--- src/rtl/steer_pkg.sv ---
// Shared types and constants for the steering scheduler: FSM state encoding,
// angle width and a one-hot to index helper.
package steer_pkg;

    localparam int unsigned ANGLE_W = 12;

    typedef enum logic [1:0] {
        IDLE,
        GRANT,
        RUN,
        FINISH
    } state_t;

    function automatic logic [2:0] onehot_idx(input logic [7:0] vec);
        logic [2:0] idx;
        idx = '0;
        for (int unsigned i = 0; i < 8; i++) begin
            if (vec[i]) idx = 3'(i);
        end
        return idx;
    endfunction

endpackage

--- src/rtl/steer_scheduler_if.sv ---
// Scheduler <-> pid handshake bundle; the scheduler drives the master side.
interface steer_scheduler_if;
    import steer_pkg::*;

    logic [ANGLE_W-1:0] pid_target_angle;
    logic [ANGLE_W-1:0] pid_current_angle;
    logic               pid_angle_update;
    logic               pid_pwm_enable;
    logic               pid_abort_angle;
    logic               pid_angle_done;
    logic               pid_startup_fail;

    modport master (
        output pid_target_angle, pid_current_angle, pid_angle_update,
               pid_pwm_enable, pid_abort_angle,
        input  pid_angle_done, pid_startup_fail
    );

    modport slave (
        input  pid_target_angle, pid_current_angle, pid_angle_update,
               pid_pwm_enable, pid_abort_angle,
        output pid_angle_done, pid_startup_fail
    );

endinterface

--- src/rtl/rr_arbiter.sv ---
// Round-robin arbiter: grants the first requester at or after ptr, wrapping at N-1.
module rr_arbiter #(
    parameter int unsigned N = 4
) (
    input  logic [N-1:0] req,
    input  logic [2:0]   ptr,
    output logic [N-1:0] grant
);

    logic [2*N-1:0] rot_req;
    logic [2*N-1:0] rot_grant;
    logic [N-1:0]   low;
    logic [N-1:0]   first;

    // Rotate so ptr lands on bit 0, isolate the lowest set bit, rotate back.
    assign rot_req   = {req, req} >> ptr;
    assign low       = rot_req[N-1:0];
    assign first     = low & (~low + 1'b1);
    assign rot_grant = (2*N)'(first) << ptr;
    assign grant     = rot_grant[N-1:0] | rot_grant[2*N-1:N];

endmodule

--- src/rtl/steer_scheduler.sv ---
// Steering scheduler: round-robin sharing of one pid among NUM_WHEELS requesters.
// Define STEER_TIMEOUT_EN to build the RUN-cycle move timeout (timeout_limit).
module steer_scheduler
    import steer_pkg::*;
#(
    parameter int unsigned NUM_WHEELS = 4,
    parameter int unsigned TMO_W      = 16
) (
    input  logic                          clock,
    input  logic                          reset_n,
    input  logic [NUM_WHEELS-1:0]         move_req,
    input  logic [NUM_WHEELS*ANGLE_W-1:0] target_angles,
    input  logic [NUM_WHEELS*ANGLE_W-1:0] current_angles,
    input  logic                          abort_all,
    input  logic [TMO_W-1:0]              timeout_limit,
    steer_scheduler_if.master             pid,
    output logic [2:0]                    active_wheel,
    output logic                          busy,
    output logic [NUM_WHEELS-1:0]         move_done,
    output logic [NUM_WHEELS-1:0]         move_fail
);

    state_t                state, state_next;
    logic [NUM_WHEELS-1:0] pending, grant, wheel_sel, fail_set, grant_clr;
    logic [2:0]            wheel_q, ptr, win_idx;
    logic [ANGLE_W-1:0]    target_q;
    logic                  success_q, timeout_q, take, tmo_hit;

    rr_arbiter #(.N(NUM_WHEELS)) u_arb (
        .req   (pending),
        .ptr   (ptr),
        .grant (grant)
    );

    assign take      = (state == IDLE) && !abort_all && (|pending);
    assign win_idx   = onehot_idx(8'(grant));
    assign grant_clr = take ? grant : '0;
    assign wheel_sel = NUM_WHEELS'(1) << wheel_q;

`ifdef STEER_TIMEOUT_EN
    logic [TMO_W-1:0] run_cnt;

    always_ff @(posedge clock or negedge reset_n) begin
        if (!reset_n)          run_cnt <= '0;
        else if (state == RUN) run_cnt <= run_cnt + 1'b1;
        else                   run_cnt <= '0;
    end

    // Fires during the RUN cycle that completes timeout_limit RUN cycles.
    assign tmo_hit = (timeout_limit != '0) && ((run_cnt + 1'b1) == timeout_limit);
`else
    logic unused_timeout;
    assign unused_timeout = ^timeout_limit;
    assign tmo_hit        = 1'b0;
`endif

    always_ff @(posedge clock or negedge reset_n) begin
        if (!reset_n) begin
            state     <= IDLE;
            pending   <= '0;
            wheel_q   <= '0;
            ptr       <= '0;
            target_q  <= '0;
            success_q <= 1'b0;
            timeout_q <= 1'b0;
            move_fail <= '0;
        end else begin
            state     <= state_next;
            pending   <= abort_all ? '0 : ((pending & ~grant_clr) | move_req);
            move_fail <= (move_fail & ~move_req) | fail_set;
            if (take) begin
                wheel_q  <= win_idx;
                target_q <= ANGLE_W'(target_angles >> (ANGLE_W * win_idx));
                ptr      <= (win_idx == 3'(NUM_WHEELS - 1)) ? '0 : win_idx + 3'd1;
            end
            if (state == RUN) begin
                success_q <= pid.pid_angle_done;
                timeout_q <= !pid.pid_angle_done && !pid.pid_startup_fail && tmo_hit;
            end
        end
    end

    always_comb begin
        state_next = state;
        if (abort_all) begin
            state_next = IDLE;
        end else begin
            case (state)
                IDLE:    if (|pending) state_next = GRANT;
                GRANT:   state_next = RUN;
                RUN:     if (pid.pid_angle_done || pid.pid_startup_fail || tmo_hit)
                             state_next = FINISH;
                FINISH:  state_next = IDLE;
                default: state_next = IDLE;
            endcase
        end
    end

    always_comb begin
        busy                  = (state != IDLE);
        active_wheel          = busy ? wheel_q : '0;
        pid.pid_target_angle  = target_q;
        pid.pid_current_angle = busy ? ANGLE_W'(current_angles >> (ANGLE_W * wheel_q)) : '0;
        pid.pid_angle_update  = (state == GRANT) && !abort_all;
        pid.pid_pwm_enable    = (state == RUN);
        pid.pid_abort_angle   = (abort_all && busy) || ((state == FINISH) && timeout_q);
        move_done             = ((state == FINISH) && success_q && !abort_all) ? wheel_sel : '0;
        fail_set              = ((state == FINISH) && !success_q && !abort_all) ? wheel_sel : '0;
    end

endmodule
--- src/flat_wrapper.sv ---
// flat-port wrapper written by rule: the top's interface ports become plain ports
module steer_scheduler_flat import steer_pkg::*;
#(
    parameter int unsigned NUM_WHEELS = 4,
    parameter int unsigned TMO_W      = 16
)
  (clock, reset_n, move_req, target_angles, current_angles, abort_all, timeout_limit, active_wheel, busy, move_done, move_fail, pid_pid_target_angle, pid_pid_current_angle, pid_pid_angle_update, pid_pid_pwm_enable, pid_pid_abort_angle, pid_pid_angle_done, pid_pid_startup_fail);
  steer_scheduler_if pid_i ();
  input  logic clock;
  input  logic reset_n;
  input  logic [NUM_WHEELS-1:0] move_req;
  input  logic [NUM_WHEELS*ANGLE_W-1:0] target_angles;
  input  logic [NUM_WHEELS*ANGLE_W-1:0] current_angles;
  input  logic abort_all;
  input  logic [TMO_W-1:0] timeout_limit;
  output logic [2:0] active_wheel;
  output logic busy;
  output logic [NUM_WHEELS-1:0] move_done;
  output logic [NUM_WHEELS-1:0] move_fail;
  output wire logic [$bits(pid_i.pid_target_angle)-1:0] pid_pid_target_angle;
  output wire logic [$bits(pid_i.pid_current_angle)-1:0] pid_pid_current_angle;
  output wire logic [$bits(pid_i.pid_angle_update)-1:0] pid_pid_angle_update;
  output wire logic [$bits(pid_i.pid_pwm_enable)-1:0] pid_pid_pwm_enable;
  output wire logic [$bits(pid_i.pid_abort_angle)-1:0] pid_pid_abort_angle;
  input wire logic [$bits(pid_i.pid_angle_done)-1:0] pid_pid_angle_done;
  input wire logic [$bits(pid_i.pid_startup_fail)-1:0] pid_pid_startup_fail;
  assign pid_pid_target_angle = pid_i.pid_target_angle;
  assign pid_pid_current_angle = pid_i.pid_current_angle;
  assign pid_pid_angle_update = pid_i.pid_angle_update;
  assign pid_pid_pwm_enable = pid_i.pid_pwm_enable;
  assign pid_pid_abort_angle = pid_i.pid_abort_angle;
  assign pid_i.pid_angle_done = pid_pid_angle_done;
  assign pid_i.pid_startup_fail = pid_pid_startup_fail;
  steer_scheduler #(.NUM_WHEELS(NUM_WHEELS), .TMO_W(TMO_W)) u_core (.clock(clock), .reset_n(reset_n), .move_req(move_req), .target_angles(target_angles), .current_angles(current_angles), .abort_all(abort_all), .timeout_limit(timeout_limit), .pid(pid_i), .active_wheel(active_wheel), .busy(busy), .move_done(move_done), .move_fail(move_fail));
endmodule
--- config.mk ---
export PLATFORM = sky130hd
export DESIGN_NAME = steer_scheduler_flat
export DESIGN_NICKNAME = d
export VERILOG_FILES = /design/src/rtl/steer_pkg.sv /design/src/rtl/steer_scheduler_if.sv /design/src/rtl/rr_arbiter.sv /design/src/rtl/steer_scheduler.sv /design/src/flat_wrapper.sv
export SDC_FILE = /design/constraint.sdc
export NUM_CORES = 1
export LEC_CHECK = 0
export ABC_AREA = 0
export BUFFER_PORTS_ARGS = -buffer_cell sky130_fd_sc_hd__buf_2
export CORE_MARGIN = 4
export CORE_UTILIZATION = 37
export DETAILED_ROUTE_END_ITERATION = 6
export PLACE_DENSITY = 0.84
export SKIP_LAST_GASP = 1
export SLEW_MARGIN = 20
export SYNTH_ARGS = -nofsm -noshare
export SYNTH_HDL_FRONTEND = slang
export SYNTH_SLANG_ARGS = --single-unit
--- constraint.sdc ---
create_clock -name clock -period 3 [get_ports clock]
set_clock_uncertainty 0.2 [all_clocks]
set_input_delay 0.3 -clock clock [delete_from_list [all_inputs] [get_ports clock]]
set_output_delay 0.3 -clock clock [all_outputs]
set_load 0.01 [all_outputs]
==> impl_metrics.json <==
{
  "grt_pass1_vias": 2232,
  "synth_top_area_share_pct": 30.7,
  "fin_tns_setup_ps": 0,
  "drt_iter0_drc": 69,
  "hold_class": "input port to flip-flop",
  "async_flop_share_pct": 100,
  "finalWirelength_um": 6450,
  "hpwl_um": 5220,
  "synth_top_cell_by_area": "dfrtp_1",
  "cts_buffer_depth": 2,
  "synth_area_leaders": "dfrtp_1, mux4_2, o211ai_2",
  "syn_avg_cell_area_um2": 9.83,
  "synthFlopType": "dfrtp_1",
  "final_max_slew_viol_count": 0,
  "cp.required_ps": 2500,
  "power_leakage_nw": 1.48,
  "core_um2": 5640,
  "period_needed_ps": 2620,
  "drive_above_1_share_pct": 51.8,
  "slew_headroom_pct": 40.2,
  "synth_cell_type_count": 47,
  "synth_warnings": 0,
  "nets": 482,
  "max_cap_violations": 0,
  "whs_ps": 25.8,
  "cp.depth": 3,
  "status": "complete, no violations",
  "ys_ff_latch": 27,
  "fin_area_um2": 2970,
  "fill_cells": 546,
  "place_congestion": 0.749,
  "start_util_pct": 39.0,
  "grt_setup_unrepaired": "no",
  "track_usage_pct": 17.4,
  "cts_resized": 0,
  "grt_max_degree": 28,
  "diodes": 0,
  "root_buffer": "clkbuf_8",
  "place_area_um2": 2910,
  "critical_path.top_delay_family": "flip-flops",
  "fmax_ghz": 0.382,
  "p_total_mw": 2.03,
  "synth_area_um2": 2200,
  "drtPass1Iterations": 4,
  "die-height_um": 85.1,
  "crit_buf_inv": 1,
  "grt_pass1_wl_um": 10400,
  "antenna_found_initial": 0,
  "cts_buffers": 3,
  "setup_viol": 0,
  "viasPerCell": 5.26,
  "arrival_ps": 2120,
  "antenna_left": 0,
  "cp-end-kind": "output port",
  "clock-sinks": 27,
  "clkTransAtPathRegs_ps": 100,
  "crit_path_top_delay_cell": "dfrtp_1",
  "worst_pin_slew_ps": 897,
  "routedWlPerCell_um": 15.1,
  "cp-start-kind": "flip-flop",
  "vias": 2245,
  "finalHoldViolCount": 0,
  "yosysSeqAreaShare_pct": 30.7,
  "insertion_delay_ps": 280,
  "cp_slowest_stage_delay_ps": 940,
  "grt-ovfl-total": 0,
  "peakVddDrop_v": 0.000313,
  "path_class": "flip-flop to output port",
  "stdcell_count": 427,
  "io_pins": 160,
  "fp.dieW_um": 85.1,
  "rows": 27,
  "synth_edf_count": 0,
  "period_share_pct": 87.4,
  "dieArea_um2": 7250,
  "port_buffers": 142,
  "dp_cells": 422,
  "cts_tree": "yes",
  "drc_errors": 0,
  "syn_inst": 224,
  "power_density_nw_per_um2": 682,
  "synthTopCellsByCount": "dfrtp_1, nand2_1, nor2_1",
  "whs_path_depth": 2,
  "htree_levels": 1,
  "ff2ff_path_depth": 7,
  "cp_max_fo": 20,
  "critical_path.cell_chain": "mux4_2 > and2_1 > buf_2",
  "synth_most_common_cell": "dfrtp_1",
  "synth_fp_nets": 350,
  "area_growth_pct": 35.1
}
==> metrics by stage <==
| stage | util (%) | worst slack [ps] |
|---|---|---|
| final | 52.7 | 379 |
| after global routing | 52.7 | 137 |
| after CTS | 52.7 | 344 |
| after detailed placement | 51.7 | 412 |
| after global placement | 51.7 | 474 |
| after floorplan | - | 877 |
==> final cells by class <==
type	count	area, um^2	area share, %
clock buffer	3	41.3	1.39
timing repair buffer	145	736	24.7
multi-input combinational	170	1390	46.7
sequential	27	676	22.7
clock inverter	1	7.51	0.253
tap	72	90.1	3.03
inverter	9	33.8	1.14
==> state kept, by name, summed over array words and instances (netlist names) <==
signal	flops
u_core.move_fail	4
u_core.pending	4
u_core.pid.pid_target_angle	12
u_core.ptr	2
u_core.state	2
u_core.success_q	1
u_core.wheel_q	2
==> power by group <==
| part | switching [mW] | internal [mW] |
|---|---|---|
| combinational | 0.528 | 0.591 |
| clock | 0.122 | 0.0946 |
| sequential | 0.205 | 0.486 |
==> layer usage <==
layer	wire length, um	track usage [%]	share of wire [%]	up-vias
li1	-	-	-	1102
met1	2630	21.4	41	1045
met2	3220	31.4	50	94
met3	534	3.11	8.3	4
met4	55	4.03	0.85	0
met5	0	0	0	-
==> kinds of logic (layout without fill, tap and decap cells) <==
group,Yosys count,count (layout),synth area share (%)
and+or+nand+nor,79,79,20.6
AOI/OAI and AO/OA,65,65,23.4
DFF,27,27,30.7
buffers and inverters,27,158,6.20
muxes,20,20,16.1
adders and majority gates,5,5,2.84
other,1,1,0.170
==> layout by cell type (no fill, tap or decap), types with 3 or more instances in the layout <==
master    Yosys  routed
nand2b_1      6       6
and2_1       12      12
o211ai_1      4       4
and4_1        5       5
o31a_1        5       5
dfrtp_1      27      27
o21ai_1       3       3
nand2_1      20      20
nand3_1       3       3
a21oi_1       9       9
mux4_2       12      12
o221ai_1      7       7
inv_1         7       7
clkbuf_8      0       3
o21ai_0       7       7
a21o_1        5       5
o211ai_2     10      10
nor2_1       13      13
o22ai_1       9       9
buf_2         7     142
mux2_2        3       3
and2b_1       3       3
ha_1          5       5
mux2i_1       5       5
==> final timing paths <==
kind                            slack [ps]                      startpoint                        endpoint
worst max register to register         420                 u_core.state[0]  u_core.pid.pid_target_angle[1]
max in group asynchronous             1810                         reset_n             u_core.move_fail[0]
worst min-delay path                    30                     move_req[0]             u_core.move_fail[0]
worst max-delay path                   380               u_core.wheel_q[0]        pid_pid_current_angle[3]
worst min register to register         290  u_core.pid.pid_target_angle[2]  u_core.pid.pid_target_angle[2]
min in group asynchronous              370                         reset_n                   u_core.ptr[1]
==> repair_timing <==
| action | 4_1_cts | 5_1_grt |
|---|---|---|
| setup buffers | 0 | 0 |
| hold buffers | 1 | 0 |
| endpoints found under the hold margin | 27 | 0 |
No activity file was read; power rests on OpenSTA's default activity.
